==> src/rtl/tt_autosel_pkg.sv <==
// Shared definitions for the autosel block family: sequencer states and
// default phase lengths used by tt_autosel and tt_sel_pulser.
package tt_autosel_pkg;

  localparam int unsigned DEF_ADDR_W      = 10;
  localparam int unsigned DEF_RST_CYCLES  = 4;
  localparam int unsigned DEF_HALF_PERIOD = 2;

  typedef enum logic [2:0] {
    ST_IDLE   = 3'd0,
    ST_RST    = 3'd1,
    ST_GAP    = 3'd2,
    ST_INC_HI = 3'd3,
    ST_INC_LO = 3'd4,
    ST_ENA    = 3'd5
  } sel_state_e;

  function automatic int unsigned max_u(input int unsigned a, input int unsigned b);
    return (a > b) ? a : b;
  endfunction

endpackage

==> src/rtl/tt_sel_timer.sv <==
// Loadable phase down-counter; expired_o is high once a loaded length of
// len_i cycles has fully elapsed (immediately true for len_i == 1).
module tt_sel_timer #(
  parameter int unsigned W = 3
) (
  input  logic         clk,
  input  logic         rst_n,
  input  logic         load_i,
  input  logic [W-1:0] len_i,
  output logic         expired_o
);

  logic [W-1:0] cnt_q, cnt_d;

  always_comb begin
    cnt_d = cnt_q;
    if (load_i) begin
      cnt_d = len_i - W'(1);
    end else if (cnt_q != '0) begin
      cnt_d = cnt_q - W'(1);
    end
  end

  always_ff @(posedge clk) begin
    if (!rst_n) begin
      cnt_q     <= '0;
      expired_o <= 1'b1;
    end else begin
      cnt_q     <= cnt_d;
      expired_o <= (cnt_d == '0);
    end
  end

endmodule

==> src/rtl/tt_sel_pulser.sv <==
// Mux-selection sequencer: resets the mux select counter, emits req_addr
// increment pulses on ctrl_sel_inc, then raises ctrl_ena.
module tt_sel_pulser
  import tt_autosel_pkg::*;
#(
  parameter int unsigned ADDR_W      = DEF_ADDR_W,
  parameter int unsigned RST_CYCLES  = DEF_RST_CYCLES,
  parameter int unsigned HALF_PERIOD = DEF_HALF_PERIOD
) (
  input  logic              clk,
  input  logic              rst_n,
  input  logic              req_valid,
  output logic              req_ready,
  input  logic [ADDR_W-1:0] req_addr,
  output logic              busy,
  output logic              done,
  output logic              ctrl_sel_rst_n,
  output logic              ctrl_sel_inc,
  output logic              ctrl_ena
);

  localparam int unsigned MAX_LEN = max_u(RST_CYCLES, HALF_PERIOD);
  localparam int unsigned TW      = $clog2(MAX_LEN + 1);

  sel_state_e        state_q, state_d;
  logic [ADDR_W-1:0] pulse_q, pulse_d;
  logic              tmr_load;
  logic [TW-1:0]     tmr_len;
  logic              tmr_expired;

  logic sel_rst_n_q, sel_rst_n_d;
  logic inc_q, inc_d;
  logic ena_q, ena_d;
  logic busy_q, busy_d;
  logic done_q, done_d;

  assign req_ready = (state_q == ST_IDLE) || (state_q == ST_ENA);

  tt_sel_timer #(.W(TW)) u_timer (
    .clk       (clk),
    .rst_n     (rst_n),
    .load_i    (tmr_load),
    .len_i     (tmr_len),
    .expired_o (tmr_expired)
  );

  // Next state, pulse counter and timer control.
  always_comb begin
    state_d  = state_q;
    pulse_d  = pulse_q;
    tmr_load = 1'b0;
    tmr_len  = TW'(HALF_PERIOD);
    unique case (state_q)
      ST_IDLE, ST_ENA: begin
        if (req_valid) begin
          state_d  = ST_RST;
          pulse_d  = req_addr;
          tmr_load = 1'b1;
          tmr_len  = TW'(RST_CYCLES);
        end
      end
      ST_RST: begin
        if (tmr_expired) begin
          state_d  = ST_GAP;
          tmr_load = 1'b1;
        end
      end
      ST_GAP: begin
        if (tmr_expired) begin
          tmr_load = 1'b1;
          state_d  = (pulse_q != '0) ? ST_INC_HI : ST_ENA;
        end
      end
      ST_INC_HI: begin
        if (tmr_expired) begin
          state_d  = ST_INC_LO;
          tmr_load = 1'b1;
        end
      end
      ST_INC_LO: begin
        if (tmr_expired) begin
          pulse_d  = pulse_q - ADDR_W'(1);
          tmr_load = 1'b1;
          state_d  = (pulse_q != ADDR_W'(1)) ? ST_INC_HI : ST_ENA;
        end
      end
      default: state_d = ST_IDLE;
    endcase
  end

  // Pad values follow the current state one edge later, so nothing moves on the accept edge.
  always_comb begin
    sel_rst_n_d = !((state_q == ST_IDLE) || (state_q == ST_RST));
    inc_d       = (state_q == ST_INC_HI);
    ena_d       = (state_q == ST_ENA);
    busy_d      = (state_q == ST_RST) || (state_q == ST_GAP) ||
                  (state_q == ST_INC_HI) || (state_q == ST_INC_LO);
    done_d      = (state_q == ST_ENA) && !ena_q;
  end

  always_ff @(posedge clk) begin
    if (!rst_n) begin
      state_q     <= ST_IDLE;
      pulse_q     <= '0;
      sel_rst_n_q <= 1'b0;
      inc_q       <= 1'b0;
      ena_q       <= 1'b0;
      busy_q      <= 1'b0;
      done_q      <= 1'b0;
    end else begin
      state_q     <= state_d;
      pulse_q     <= pulse_d;
      sel_rst_n_q <= sel_rst_n_d;
      inc_q       <= inc_d;
      ena_q       <= ena_d;
      busy_q      <= busy_d;
      done_q      <= done_d;
    end
  end

  assign ctrl_sel_rst_n = sel_rst_n_q;
  assign ctrl_sel_inc   = inc_q;
  assign ctrl_ena       = ena_q;
  assign busy           = busy_q;
  assign done           = done_q;

endmodule

==> config.mk <==
export PLATFORM = sky130hd
export DESIGN_NAME = tt_sel_pulser
export DESIGN_NICKNAME = d
export VERILOG_FILES = /design/src/rtl/tt_autosel_pkg.sv /design/src/rtl/tt_sel_timer.sv /design/src/rtl/tt_sel_pulser.sv
export SDC_FILE = /design/constraint.sdc
export NUM_CORES = 1
export LEC_CHECK = 0
export BUFFER_PORTS_ARGS = -buffer_cell sky130_fd_sc_hd__buf_2
export CAP_MARGIN = 40
export CORE_UTILIZATION = 51
export CTS_CLUSTER_DIAMETER = 80
export DETAILED_ROUTE_END_ITERATION = 7
export PLACE_DENSITY = 0.75
export SYNTH_ARGS = -nofsm -noshare
export SYNTH_HDL_FRONTEND = slang
export SYNTH_SLANG_ARGS = --single-unit
==> constraint.sdc <==
create_clock -name clk -period 1.5 [get_ports clk]
set_input_delay 0 -clock clk [delete_from_list [all_inputs] [get_ports clk]]
set_output_delay 0 -clock clk [all_outputs]
set_load 0.03 [all_outputs]
# Word level (Yosys, flattened, before mapping)

Index checks and enable logic that the tools add are counted.

Add/subtract/negate cells: 3
Equality and inequality tests: 11
Mux-type cells: 18
Reduce and logical (&&, ||, !) cells: 17

Operator list:

| operator                                                                  | count |
|---|---|
| 3-bit 2-to-1 mux                                                          | 11 |
| 10-bit 2-to-1 mux                                                         | 2 |
| 10-bit case mux with 2 select lines                                       | 1 |
| 3-bit case mux with 5 select lines                                        | 1 |
| 10-bit by 1-bit inequality test with 1-bit output (second input constant) | 1 |
| 10-bit nonzero test                                                       | 1 |
| 10-bit by 1-bit subtractor with 10-bit output (second input constant)     | 1 |
| 2-bit by 1-bit inequality test with 1-bit output (second input constant)  | 4 |
| 3-bit by 2-bit equality test with 1-bit output (second input constant)    | 2 |
| 3-bit equality test (second input constant)                               | 2 |
| 3-bit logical NOT                                                         | 2 |
| 3-bit by 1-bit subtractor with 3-bit output (second input constant)       | 2 |
| 1-bit logical OR                                                          | 5 |
| 5-bit AND reduction                                                       | 1 |
| 4-bit OR reduction                                                        | 1 |
| 3-bit by 1-bit equality test with 1-bit output (second input constant)    | 1 |
| 3-bit AND reduction                                                       | 1 |
| 3-bit nonzero test                                                        | 1 |
| 1-bit logical NOT                                                         | 2 |
| 1-bit 2-to-1 mux                                                          | 2 |
| 2-bit inequality test (second input constant)                             | 1 |
| 1-bit case mux with 2 select lines                                        | 1 |
| 2-bit nonzero test                                                        | 1 |
| 2-bit OR reduction                                                        | 1 |
| 1-bit logical AND                                                         | 1 |

Register bits after elaboration: 22
Input port bits: 13
Output and inout port bits: 6
Word-level logic and storage cells: 58

# Depth between registers and ports, before layout

Gate-level depths: netlist of run 1.

Depth after elaboration: 6
Depth in mapped cells: 7
Mapped depth without buffers: 6

# Modules after synthesis

Synthesis of run 1 repeated with hierarchy kept, for this count alone.

Cells, all modules: 164
Area total of the unflattened synthesis: 1,346.3 um^2

By module, submodules not included:

| module        | instances | cells an instance | area each (um^2) | sequential area each (um^2) |
|---|---|---|---|---|
| tt_sel_pulser | 1         | 138               | 1,102.3          | 360.3 |
| tt_sel_timer  | 1         | 26                | 244.0            | 80.1 |

# Worst setup path before layout of run 1

Ideal clock, no wire load.

Kind: reg2reg
Start point: register u_timer.cnt_q[0]
End point: register u_timer.expired_o
Setup time: 0.083 ns
Data arrival time: 1.573 ns
Required time: 1.417 ns
Setup slack: -0.156 ns
Cell stages (with the launch flop): 7
Buffers on the path: 0
Period minus slack after synthesis: 1.656 ns
Path through: dfxtp_1 > inv_1 > ha_1 > or3b_1 > o221a_1 > a221o_1 > o31ai_4

Cells in the longest elaborated chain, start to end: 4
Elaborated cells between the ends (all ways): 5
Those cells by class: 1 x add/sub; 2 x mux; 2 x reduce/logical

RTL lines:

| what                                                                                     | RTL line                               | RTL |
|---|---|---|
| from (decl)                                                                              | tt_sel_timer.sv:13                     | `logic [W-1:0] cnt_q, cnt_d;` |
| from (signal assigned)                                                                   | tt_sel_timer.sv:29                     | `cnt_q <= cnt_d;` |
| 3-bit by 1-bit subtractor with 3-bit output / 3-bit nonzero test (equally long branches) | tt_sel_timer.sv:20, tt_sel_timer.sv:19 |  |
| 3-bit 2-to-1 mux (*)                                                                     | tt_sel_timer.sv:19                     | `end else if (cnt_q != '0) begin` |
| 3-bit 2-to-1 mux (*)                                                                     | tt_sel_timer.sv:17                     | `if (load_i) begin` |
| 3-bit logical NOT (*)                                                                    | tt_sel_timer.sv:30                     | `expired_o <= (cnt_d == '0);` |
| to (signal assigned)                                                                     | tt_sel_timer.sv:30                     |  |
| to (decl)                                                                                | tt_sel_timer.sv:10                     | `output logic expired_o` |

Mark *: on every way between the ends. The rest lies on a longest branch, timed or not.
A chain may end at the register's enable or synchronous reset.

# Worst setup path in the final report of run 1

Start point: register state_q[0]
End point: register pulse_q[0]

Cells in the longest elaborated chain, start to end: 4
Elaborated cells between the ends (all ways): 9
Those cells by class: 4 x eq/ne; 1 x mux; 4 x reduce/logical

RTL lines:

| what                                                                         | RTL line             | RTL |
|---|---|---|
| from (decl)                                                                  | tt_sel_pulser.sv:25  | `sel_state_e state_q, state_d;` |
| from (signal assigned)                                                       | tt_sel_pulser.sv:111 | `state_q <= state_d;` |
| 3-bit equality test / 3-bit logical NOT (equally long branches)              | tt_sel_pulser.sv:53  | `unique case (state_q)` |
| 2-bit OR reduction                                                           | tt_sel_pulser.sv:53  |  |
| 2-bit inequality test (no line) / 2-bit nonzero test (equally long branches) | --                   |  |
| 3-bit AND reduction (no line)                                                | --                   |  |
| to (signal assigned)                                                         | tt_sel_pulser.sv:112 | `pulse_q <= pulse_d;` |
| to (decl)                                                                    | tt_sel_pulser.sv:26  | `logic [ADDR_W-1:0] pulse_q, pulse_d;` |

Several ways; a longest one is shown, not always the timed one.

==> qor.log, run 1 <==
[setup_path] capturing element type of the critical path flip-flop
[grt] Congestion Overflow GR 0
[synthesis] mean post-synth cell area 8.70 sq um
[power] Worst VDD drop 887 uV
[power] power density cells 1090 nW/um^2
[clock_tree] CTS Root Cell clkbuf_4
[route] detailed-route vias per instance 6.29
[clock_tree] Clock Tree Buf Depth 2
[timing] worst relative slew slack 71.2%
[setup_path] sort of element at the start of the critical path flip-flop
[floorplan] Rows 19
[timing] crit path setup slack, layout -106 ps
[finish] leading cell type in the layout, fill and taps excluded buf_4
[floorplan] die width 55.7 um
[grt] global-route wire length before repair 7150 um
[power] total leakage power 0.882 nW
[placed_design] placer's final routability congestion estimate 0.938
[power] sequential share of power 31.9%
[run_status] violated checks negative setup slack
[timing] actual transition at the worst max-transition pin 430 ps
[timing] final worst path period need 1610 ps
[setup_path] Required @ worst endpoint 1740 ps
[route] Post-route DRC 0
[clock_tree] sinks on the clock net 22
[finish] # fillers 178
[setup_path] largest driver fanout on the critical path 6
[power] Sw Share 39.4%
[placed_design] number of buffer cells added on primary ports 18
[synthesis] Syn Inst Count 169
[placed_design] total placed cells including tap cells 244
[setup_path] cell with the largest stage delay on the worst path dfxtp_4
[grt] pin count of the biggest net entering global routing 16
[synthesis] count of state elements after synthesis 22
[synthesis] netlist area before placement 1470 sq um
[floorplan] I/O pins 19
[clock_tree] clock transition at the registers of the reported paths 130 ps
[synthesis] Post-Synthesis Net Count 187
[placed_design] dpl hpwl 2930 um
[power] proportion of power drawn by combinational gates 56.0%
[clock_tree] source-to-sink clock delay at the later pin of the worst-skew pair 310 ps
[clock_tree] TritonCTS clock tree yes
[grt] fraction of met1 tracks used by global routing 33.3%
[route] Pre-antenna DRT Iters 4
[power] PnR Total Power 2.35 mW
[power] clock network fraction of design power 12.1%
[finish] total number of nets in the final design 251
[grt] initial antenna violation count 0
[route] wire length per cell after detailed routing 18.6 um
[setup_path] count of buffering cells on the critical path with inverters included 2
[route] WL final 4870 um
[synthesis] number of library cell types mapped by synthesis 61
[timing] Final setup violation count 11
[timing] final-report hold violation count 0
[synthesis] EDFF count, synth 0
[setup_path] biggest cell delay along the critical path 390 ps
[grt] global-route met3 utilization 3.72%
[synthesis] most used flip-flop cell after synthesis dfxtp_1
[finish] commonest cells after routing, fill and taps aside 42 x buf_4, 19 x buf_2, 15 x nor2_1
[floorplan] core area 2730 sq um
[timing] max-slew violations 0
[run] maxcap violations 0
[min_path] worst hold path class in2reg
[grt] met2 Use GR 51.8%
[timing] RSZ-0062 raised after global routing true
[floorplan] Initial Utilization 53.8%
[synthesis] share of the yosys chip area belonging to registers 30.0%
[route] iteration-0 DRC count of the detailed router 121
[grt] via count of the first global-routing pass 1570
[synthesis] fraction of registers with async set or reset after synthesis 0%
[setup_path] arrival time at the worst endpoint 1840 ps
[setup_path] Top delay family on crit path simple AND/OR/NAND/NOR gates
[finish] Layout area overhead 46.9%
[route] Vias 1647
[power] internal power consumption 1.42 mW
[finish] fraction of final layout cells sized beyond drive strength 1 53.7%
[setup_path] start-to-end type of the worst setup path reg2reg
[timing] total negative setup slack -493 ps
[placed_design] Worst Setup Slack post-DPL -177 ps
[timing] maximum clock frequency 623 MHz
[run_status] result of the run complete, but fails checks
[grt] Overall Global Routing Usage 28.4%
[timing] skew final 8.60 ps
[power] total net switching power 0.924 mW
[finish] number of standard cells in the final layout excluding fillers 262
[clock_tree] clock buffer count from CTS 3
[clock_tree] quantity of hold-fixing buffers added after cts 0
[timing] share of the cycle needed by the critical path after routing 107%
[setup_path] ordered list of cells on the worst path buf_6 -> nor3b_4 -> buf_4 -> nor2_1 -> or3_4 -> a221oi_2
[finish] Final Util 79.0%
[clock_tree] number of levels the H-tree was split into 1
[synthesis] Synthesis Warnings 0
[finish] Inserted Diodes 0
[floorplan] vertical die dimension 55.7 um
[grt] Most Used Layer, Global Route met2
[route] Final ANT Viol Nets 0
[floorplan] Die Outline Area 3100 sq um
[timing repair]
item                                    CTS  global route
gates resized for setup                  12            39
pin swaps                                 5            19
hold endpoints to repair                  0             0
cloned                                    1             1
setup buffers                             7             8
endpoints found under the setup margin   14            15
[final timing paths]
path / slack (ps) / from / cells past startpoint / end
worst max-delay path: -110 / state_q[0] / 6 / pulse_q[0]
worst min register to register: 440 / ctrl_ena / 1 / done
worst min-delay path: 30 / req_addr[7] / 3 / pulse_q[7]
worst max register to register: -110 / state_q[0] / 6 / pulse_q[0]
[power by group through the flow]
stage               logic [mW]  clock network (mW)  registers, mW
floorplan                0.662                   0          0.759
global placement          1.01                   0          0.739
detailed placement        1.05                   0          0.745
CTS                       1.14               0.283          0.734
global route              1.41               0.311          0.756
finish                    1.32               0.283          0.748
[flip-flops by register name, summed over array words and instances, names as in the netlist]
name and cells:
busy 1, ctrl_ena 1, ctrl_sel_inc 1, ctrl_sel_rst_n 1
done 1, pulse_q 10, state_q 3, u_timer.cnt_q 3
u_timer.expired_o 1
[worst register-to-register path, cell delays in order (launching register included)]
cell and delay [ps]:
dfxtp_4 390, buf_6 120, nor3b_4 260, buf_4 170
nor2_1 50, or3_4 320, a221oi_2 230
[through the flow]
stage | hold WS (ps) | area [sq um]
2_1_floorplan | 226 | 1490
3_3_place_gp | 352 | 1810
3_5_place_dp | 357 | 1810
4_1_cts | 22.4 | 1940
5_1_grt | 26.6 | 2160
6_report | 26.3 | 2160
[Yosys cell counts (all sizes together), types with 2 or more instances]
cell / n / area share, %
o221ai: 2 / 1.2
clkbuf: 2 / 0.51
nand3b: 2 / 1.0
nand2: 11 / 2.8
a22oi: 3 / 1.5
o31ai: 3 / 2.5
o21ai: 2 / 0.68
ha: 5 / 4.3
nand2b: 2 / 0.85
a41oi: 2 / 1.7
buf: 9 / 5.3
a31oi: 4 / 1.7
nor3: 14 / 5.9
nor3b: 2 / 1.8
inv: 11 / 2.8
o21a: 2 / 1.0
nand3: 2 / 0.68
nor4: 2 / 1.3
o221a: 4 / 3.1
nor2: 20 / 5.3
o2111a: 2 / 1.5
nor2b: 2 / 0.85
o32ai: 4 / 2.4
a21oi: 8 / 3.2
dfxtp: 22 / 30
or2: 2 / 1.0
or3b: 2 / 1.2
[final cells by class]
| cell class | instances | area (sq um) | share of cell area, % |
|---|---|---|---|
| inverters | 12 | 45.0 | 2.09 |
| clock buffers | 3 | 22.5 | 1.04 |
| well taps | 31 | 38.8 | 1.80 |
| repair buffers | 69 | 504 | 23.3 |
| multi-input cells | 125 | 1090 | 50.4 |
| flip-flops and latches | 22 | 460 | 21.3 |
[routing by layer]
| metal | part of all wire, % | wire [um] |
|---|---|---|
| met2 | 54 | 2630 |
| met4 | 2.7 | 132 |
| met1 | 39 | 1880 |
| met5 | 0 | 0 |
| met3 | 4.8 | 232 |
[cells by family (layout without fill, tap and decap cells)]
group                    Yosys count  count (layout)  synth area share, %
AO/OA/AOI/OAI                     49              50                 29.1
XOR/XNOR                           2               2                 1.19
adder cells (fa/ha/maj)            5               5                 4.26
buffers and inverters             23              84                 8.85
flip-flops                        22              22                 30.0
multiplexers                       2               2                 1.45
AND/OR/NAND/NOR                   66              66                 25.2
No activity file was read; power rests on OpenSTA's default activity.
==> run 2, diff against run 1 <==
--- a/config.mk
+++ b/config.mk
@@ -11,6 +11,7 @@
 export CTS_CLUSTER_DIAMETER = 80
 export DETAILED_ROUTE_END_ITERATION = 7
 export PLACE_DENSITY = 0.75
+export SKIP_LAST_GASP = 1
 export SYNTH_ARGS = -nofsm -noshare
 export SYNTH_HDL_FRONTEND = slang
 export SYNTH_SLANG_ARGS = --single-unit
==> run 2 against run 1 <==
Net effect: core utilization is 0.32 points lower; sequential power is essentially flat; cell area shrank 0.41%; routed wire length fell by 2.0%; critical path type unchanged; die area did not move; sequential share of layout area rose by 0.087 points; worst setup slack improved by 1.4 ps; clock skew barely moved; worst hold slack better by 0.75 ps; the run still ends with negative setup slack left; largest cell class unchanged; power down 0.17%; combinational power is essentially flat.
==> qor.log, run 2 (synthesis results as in run 1) <==
[run_status] result of the run complete, but fails checks
[run_status] violated checks negative setup slack
[setup_path] start-to-end type of the worst setup path reg2reg
[setup_path] sort of element at the start of the critical path flip-flop
[timing] share of the cycle needed by the critical path after routing 107%
[placed_design] placed standard-cell area 1810 sq um
[timing] max-slew violations 0
[run] maxcap violations 0
[grt] Congestion Overflow GR 0
[finish] commonest cells after routing, fill and taps aside 43 x buf_4, 19 x buf_2, 15 x nor2_1
[setup_path] largest driver fanout on the critical path 6
[floorplan] Initial Utilization 53.8%
[clock_tree] sinks on the clock net 22
[clock_tree] number of levels the H-tree was split into 1
[grt] via count of the first global-routing pass 1570
[timing] actual transition at the worst max-transition pin 436 ps
[grt] pin count of the biggest net entering global routing 16
[finish] fraction of final layout cells sized beyond drive strength 1 53.2%
[floorplan] Die Outline Area 3100 sq um
[clock_tree] CTS Root Cell clkbuf_4
[route] Post-route DRC 0
[floorplan] vertical die dimension 55.7 um
[power] power density cells 1090 nW/um^2
[finish] Inserted Diodes 0
[timing] final-report hold violation count 0
[clock_tree] Clock Tree Buf Depth 2
[route] iteration-0 DRC count of the detailed router 146
[timing] skew final 8.69 ps
[timing] worst relative slew slack 70.8%
[finish] Layout area overhead 46.3%
[placed_design] total placed cells including tap cells 244
[finish] Layout Cell Area excl Fill 2150 sq um
[placed_design] placer's final routability congestion estimate 0.938
[placed_design] Worst Setup Slack post-DPL -177 ps
[timing] maximum clock frequency 623 MHz
[clock_tree] TritonCTS clock tree yes
[setup_path] worst setup path endpoint pulse_q[0]
[finish] leading cell type in the layout, fill and taps excluded buf_4
[floorplan] die width 55.7 um
[setup_path] arrival time at the worst endpoint 1840 ps
[power] total leakage power 0.878 nW
[timing] RSZ-0062 raised after global routing true
[timing] crit path setup slack, layout -104 ps
[floorplan] core area 2730 sq um
[placed_design] number of buffer cells added on primary ports 18
[setup_path] reg-to-reg slack, setup -100 ps
[setup_path] Critical R2R Launch state_q[0]
[timing] Final setup violation count 10
[route] Final ANT Viol Nets 0
[grt] global-route wire length before repair 7150 um
[timing] final worst path period need 1600 ps
[route] WL final 4780 um
[min_path] startpoint of the lowest-slack hold path req_addr[1]
[finish] # fillers 178
[route] detailed-route vias per instance 6.24
[finish] Top reg by flops pulse_q
[route] Vias 1634
[finish] biggest regs pulse_q x10, state_q x3, u_timer.cnt_q x3
[grt] initial antenna violation count 0
[route] Pre-antenna DRT Iters 4
[setup_path] Required @ worst endpoint 1740 ps
[finish] total number of nets in the final design 251
[clock_tree] clock buffer count from CTS 3
[min_path] cell count of the worst hold path 3
[clock_tree] clock transition at the registers of the reported paths 130 ps
[setup_path] beginning of the critical path state_q[0]
[finish] number of standard cells in the final layout excluding fillers 262
[floorplan] I/O pins 19
[route] wire length per cell after detailed routing 18.2 um
[setup_path] Reg2Reg Capture Point pulse_q[0]
[setup_path] r2r worst-path depth 6
[setup_path] capturing element type of the critical path flip-flop
[floorplan] Rows 19
[min_path] worst hold path class in2reg
[finish] number of flip-flops in the largest register 10
[power] Worst VDD drop 890 uV
[timing] total negative setup slack -514 ps
[clock_tree] source-to-sink clock delay at the later pin of the worst-skew pair 310 ps
[placed_design] dpl hpwl 2930 um
[grt] Overall Global Routing Usage 28.4%
-- run 2: cell types whose count changed in the layout (fill, tap and decap cells not counted) --
cell	delta
nor3_2	-1
buf_4	+1
nor3_1	+1
buf_6	-1
-- run 2: repair_timing --
item / 4_1_cts / 5_1_grt
hold buffers: 0 / 0
hold endpoints to repair: 0 / 0
pin swaps: 5 / 19
gates cloned: 1 / 1
buffers inserted: 7 / 8
gates resized for setup: 12 / 37
endpoints found under the setup margin: 14 / 15
-- run 2: worst min-delay path by stage --
stage                       to  slack [ps]
floorplan           pulse_q[7]         230
global placement    pulse_q[9]         350
detailed placement  pulse_q[9]         360
CTS                 pulse_q[9]          20
global route        pulse_q[7]          30
finish              pulse_q[1]          30
-- run 2: area by class of cell --
class                   count  area, sq um  share of cell area, %
flip-flops and latches     22          460                   21.4
clock buffers               3         22.5                   1.05
repair buffers             69          500                   23.3
inverters                  12         45.0                   2.09
well taps                  31         38.8                   1.80
multi-input cells         125         1080                   50.4
-- run 2: metrics by stage --
stage                     hold WS (ps)  power [mW]  utilization (%)
after global placement             352        1.75             66.2
after CTS                         22.4        2.16             71.0
after floorplan                    226        1.42                -
after global routing              26.6        2.47             78.7
after detailed placement           357        1.80             66.2
final                             27.0        2.34             78.7
-- run 2: power by group --
group / internal (mW) / switching, mW / total [mW]
sequential: 0.668 / 0.0784 / 0.747
combinational: 0.658 / 0.654 / 1.31
clock: 0.0939 / 0.190 / 0.283
-- run 2: worst max-delay path, cell delays in order (launching register included) --
cell and delay, ps:
dfxtp_4 390, buf_6 120, nor3b_4 260, buf_4 170, nor2_1 40, or3_4 330
a221oi_2 230
-- run 2: layer usage --
metal  share of wire (%)  vias up  GRT usage, %
met5                   0        -             0
met4                 2.5        0          11.4
met3                 3.9       16          3.72
met2                  53       66          51.8
met1                  41      785          33.3
li1                    -      767             -
==> run 3, diff against run 2 <==
--- a/config.mk
+++ b/config.mk
@@ -5,12 +5,13 @@
 export SDC_FILE = /design/constraint.sdc
 export NUM_CORES = 1
 export LEC_CHECK = 0
+export ABC_AREA = 1
 export BUFFER_PORTS_ARGS = -buffer_cell sky130_fd_sc_hd__buf_2
-export CAP_MARGIN = 40
-export CORE_UTILIZATION = 51
+export CAP_MARGIN = 25
+export CORE_UTILIZATION = 50
 export CTS_CLUSTER_DIAMETER = 80
 export DETAILED_ROUTE_END_ITERATION = 7
-export PLACE_DENSITY = 0.75
+export PLACE_DENSITY = 0.74
 export SKIP_LAST_GASP = 1
 export SYNTH_ARGS = -nofsm -noshare
 export SYNTH_HDL_FRONTEND = slang
==> run 3 against run 2 <==
Net effect: non-clock buffer count down 45; combinational power is 41% higher; cell area down 29%; largest power group unchanged; critical endpoint is now state_q[2]; synthesized area shrank 11%; the run now ends clean; register-to-register slack gained 210 ps; final cell count down 3.4%.
==> qor.log, run 3 <==
[floorplan] vertical die dimension 53.2 um
[finish] total number of nets in the final design 242
[floorplan] Initial Utilization 53.0%
[setup_path] r2r worst-path depth 8
[synthesis] mean post-synth cell area 6.60 sq um
[synthesis] share of the yosys chip area belonging to registers 33.6%
[power] total net switching power 1.58 mW
[run_status] result of the run finished clean
[power] Sw Share 48.0%
[clock_tree] clock buffer count from CTS 3
[clock_tree] CTS Root Cell clkbuf_4
[power] Worst VDD drop 1250 uV
[finish] biggest regs pulse_q x10, state_q x3, u_timer.cnt_q x3
[timing] Final setup violation count 0
[clock_tree] sinks on the clock net 22
[setup_path] sort of element at the start of the critical path flip-flop
[synthesis] fraction of the mapped netlist area in adder cells 4.77%
[setup_path] WP depth 8
[setup_path] Required @ worst endpoint 1760 ps
[grt] Overall Global Routing Usage 22.9%
[timing] share of the cycle needed by the critical path after routing 93.2%
[setup_path] CP dominant cell by count nand2_1
[power] power density cells 2150 nW/um^2
[setup_path] Critical R2R Launch state_q[0]
[finish] commonest cells after routing, fill and taps aside 51 x nand2_1, 25 x nor2_1, 21 x inv_1
[synthesis] largest family of logic cells by synthesized area simple AND/OR/NAND/NOR gates
[route] Post-route DRC 0
[floorplan] I/O pins 19
[timing] crit path setup slack, layout 102 ps
[setup_path] largest driver fanout on the critical path 10
[clock_tree] Clock Tree Buf Depth 2
[finish] number of flip-flops in the largest register 10
[timing] worst relative slew slack 83.0%
[finish] leading cell type in the layout, fill and taps excluded nand2_1
[synthesis] top cells by instance count after synthesis 52 x nand2_1, 27 x nor2_1, 24 x inv_1
[synthesis] number of library cell types mapped by synthesis 27
[synthesis] count of state elements after synthesis 22
[finish] # fillers 237
[setup_path] arrival time at the worst endpoint 1660 ps
[finish] Final Util 61.7%
[finish] fraction of final layout cells sized beyond drive strength 1 22.9%
[synthesis] netlist area before placement 1310 sq um
[floorplan] Rows 18
[floorplan] Die Outline Area 2830 sq um
[synthesis] share of the synthesized netlist area taken by xor and xnor gates 1.33%
[route] WL final 2880 um
[setup_path] capturing element type of the critical path flip-flop
[route] wire length per cell after detailed routing 11.4 um
[finish] Layout Cell Area excl Fill 1530 sq um
[synthesis] fraction of registers with async set or reset after synthesis 0%
[run] maxcap violations 0
[min_path] worst hold path class in2reg
[setup_path] Reg2Reg Capture Point state_q[2]
[synthesis] EDFF count, synth 0
[route] Final ANT Viol Nets 0
[power] sequential share of power 29.5%
[synthesis] area fraction in compound gates after synthesis 15.3%
[synthesis] Synthesis Warnings 0
[power] proportion of power drawn by combinational gates 56.1%
[timing] actual transition at the worst max-transition pin 255 ps
[timing] final worst path period need 1400 ps
[clock_tree] TritonCTS clock tree yes
[grt] initial antenna violation count 0
[clock_tree] number of levels the H-tree was split into 1
[timing] total negative setup slack 0 ps
[route] iteration-0 DRC count of the detailed router 38
[timing] max-slew violations 0
[synthesis] top area cells in the synthesized netlist dfxtp_1 34%, nand2_1 15%, nor2_1 7.7%
[power] internal power consumption 1.71 mW
[grt] Congestion Overflow GR 0
[setup_path] start-to-end type of the worst setup path reg2reg
[power] total leakage power 0.730 nW
[synthesis] biggest area consumer among synthesized cells dfxtp_1
[placed_design] number of buffer cells added on primary ports 18
[synthesis] post-synth top area share 33.6%
[grt] pin count of the biggest net entering global routing 14
[setup_path] Top delay family on crit path flip-flops
[synthesis] Post-Synthesis Net Count 217
[placed_design] placer's final routability congestion estimate 0.937
[placed_design] placed standard-cell area 1440 sq um
[placed_design] dpl hpwl 2180 um
[synthesis] share of cell area taken by muxes after synthesis 0%
[clock_tree] source-to-sink clock delay at the later pin of the worst-skew pair 320 ps
[finish] Layout area overhead 16.5%
[setup_path] reg-to-reg slack, setup 100 ps
[min_path] cell count of the worst hold path 5
[setup_path] worst setup path endpoint state_q[2]
[timing] skew final 3.86 ps
[floorplan] core area 2480 sq um
[grt] via count of the first global-routing pass 1140
[route] Pre-antenna DRT Iters 4
[clock_tree] clock transition at the registers of the reported paths 140 ps
[synthesis] simple logic cell fraction of the synthesized area 35.0%
[setup_path] cell with the largest stage delay on the worst path dfxtp_4
[finish] Inserted Diodes 0
[floorplan] die width 53.2 um
[setup_path] biggest cell delay along the critical path 390 ps
[setup_path] beginning of the critical path state_q[0]
[route] Vias 1288
[timing] maximum clock frequency 716 MHz
[route] detailed-route vias per instance 5.09
[synthesis] cell with the most instances after synthesis nand2_1
[power] clock network fraction of design power 14.4%
[finish] Top reg by flops pulse_q
[placed_design] Worst Setup Slack post-DPL 42.3 ps
[synthesis] Syn Inst Count 199
[grt] global-route wire length before repair 4710 um
[synthesis] most used flip-flop cell after synthesis dfxtp_1
[timing] final-report hold violation count 0
[setup_path] count of buffering cells on the critical path with inverters included 2
[timing] RSZ-0062 raised after global routing true
[setup_path] ordered list of cells on the worst path nor2_4 -> nand2_1 -> buf_4 -> nand2_2 -> inv_1 -> o21ai_2 -> nand2_1 -> a21oi_1
[run 3: routing by layer]
metal	track usage [%]	vias to the layer above	share of wire (%)
li1	-	679	-
met1	28.8	577	47
met2	37.7	27	48
met3	3.16	5	3.0
met4	11.0	0	1.3
met5	0	-	0
[run 3: what timing repair did]
item,CTS,global route
gates resized for setup,1,13
setup endpoints to repair,1,12
hold endpoints to repair,5,0
hold buffers,1,0
setup buffers,0,0
pin swaps,0,4
[run 3: area by class of cell]
type	count	area, sq um	share of cell area, %
Tap cell	30	37.5	2.45
Inverter	25	93.8	6.14
Multi-Input combinational cell	148	761	49.8
Timing Repair Buffer	24	138	9.00
Clock inverter	1	30.0	1.96
Sequential cell	22	447	29.2
Clock buffer	3	22.5	1.47
[run 3: logic make-up after synthesis]
group	Yosys count
buffers and inverters	29
flip-flops	22
AO/OA/AOI/OAI	35
XOR/XNOR	2
adder cells (fa/ha/maj)	5
AND/OR/NAND/NOR	106
[run 3: worst min-delay path by stage]
stage,startpoint,end,slack (ps)
floorplan,rst_n,u_timer.expired_o,80
global placement,rst_n,u_timer.expired_o,240
detailed placement,rst_n,u_timer.expired_o,240
CTS,req_addr[3],pulse_q[3],20
global route,req_valid,u_timer.cnt_q[1],40
finish,req_addr[6],pulse_q[6],9
[run 3: worst register-to-register path: cells and delay by family (launching register included)]
| kind | cells | cell delay [ps] |
|---|---|---|
| compound gates | 2 | 320 |
| buf+inv | 2 | 240 |
| flops | 1 | 390 |
| simple gates | 4 | 380 |
[run 3: per-stage QoR]
| stage | std cells | hold slack [ps] | total power, mW |
|---|---|---|---|
| 4_1_cts | 253 | 18.0 | 3.22 |
| 6_report | 253 | 8.70 | 3.29 |
| 3_5_place_dp | 248 | 239 | 2.74 |
| 2_1_floorplan | 199 | 76.2 | 2.35 |
| 5_1_grt | 253 | 44.3 | 3.59 |
| 3_3_place_gp | 248 | 239 | 2.66 |
[run 3: power by group through the flow]
stage	clock [mW]	sequential [mW]	combinational [mW]
3_5_place_dp	0	0.953	1.79
3_3_place_gp	0	0.943	1.71
6_report	0.474	0.972	1.85
5_1_grt	0.491	0.996	2.10
2_1_floorplan	0	0.957	1.39
4_1_cts	0.478	0.942	1.80
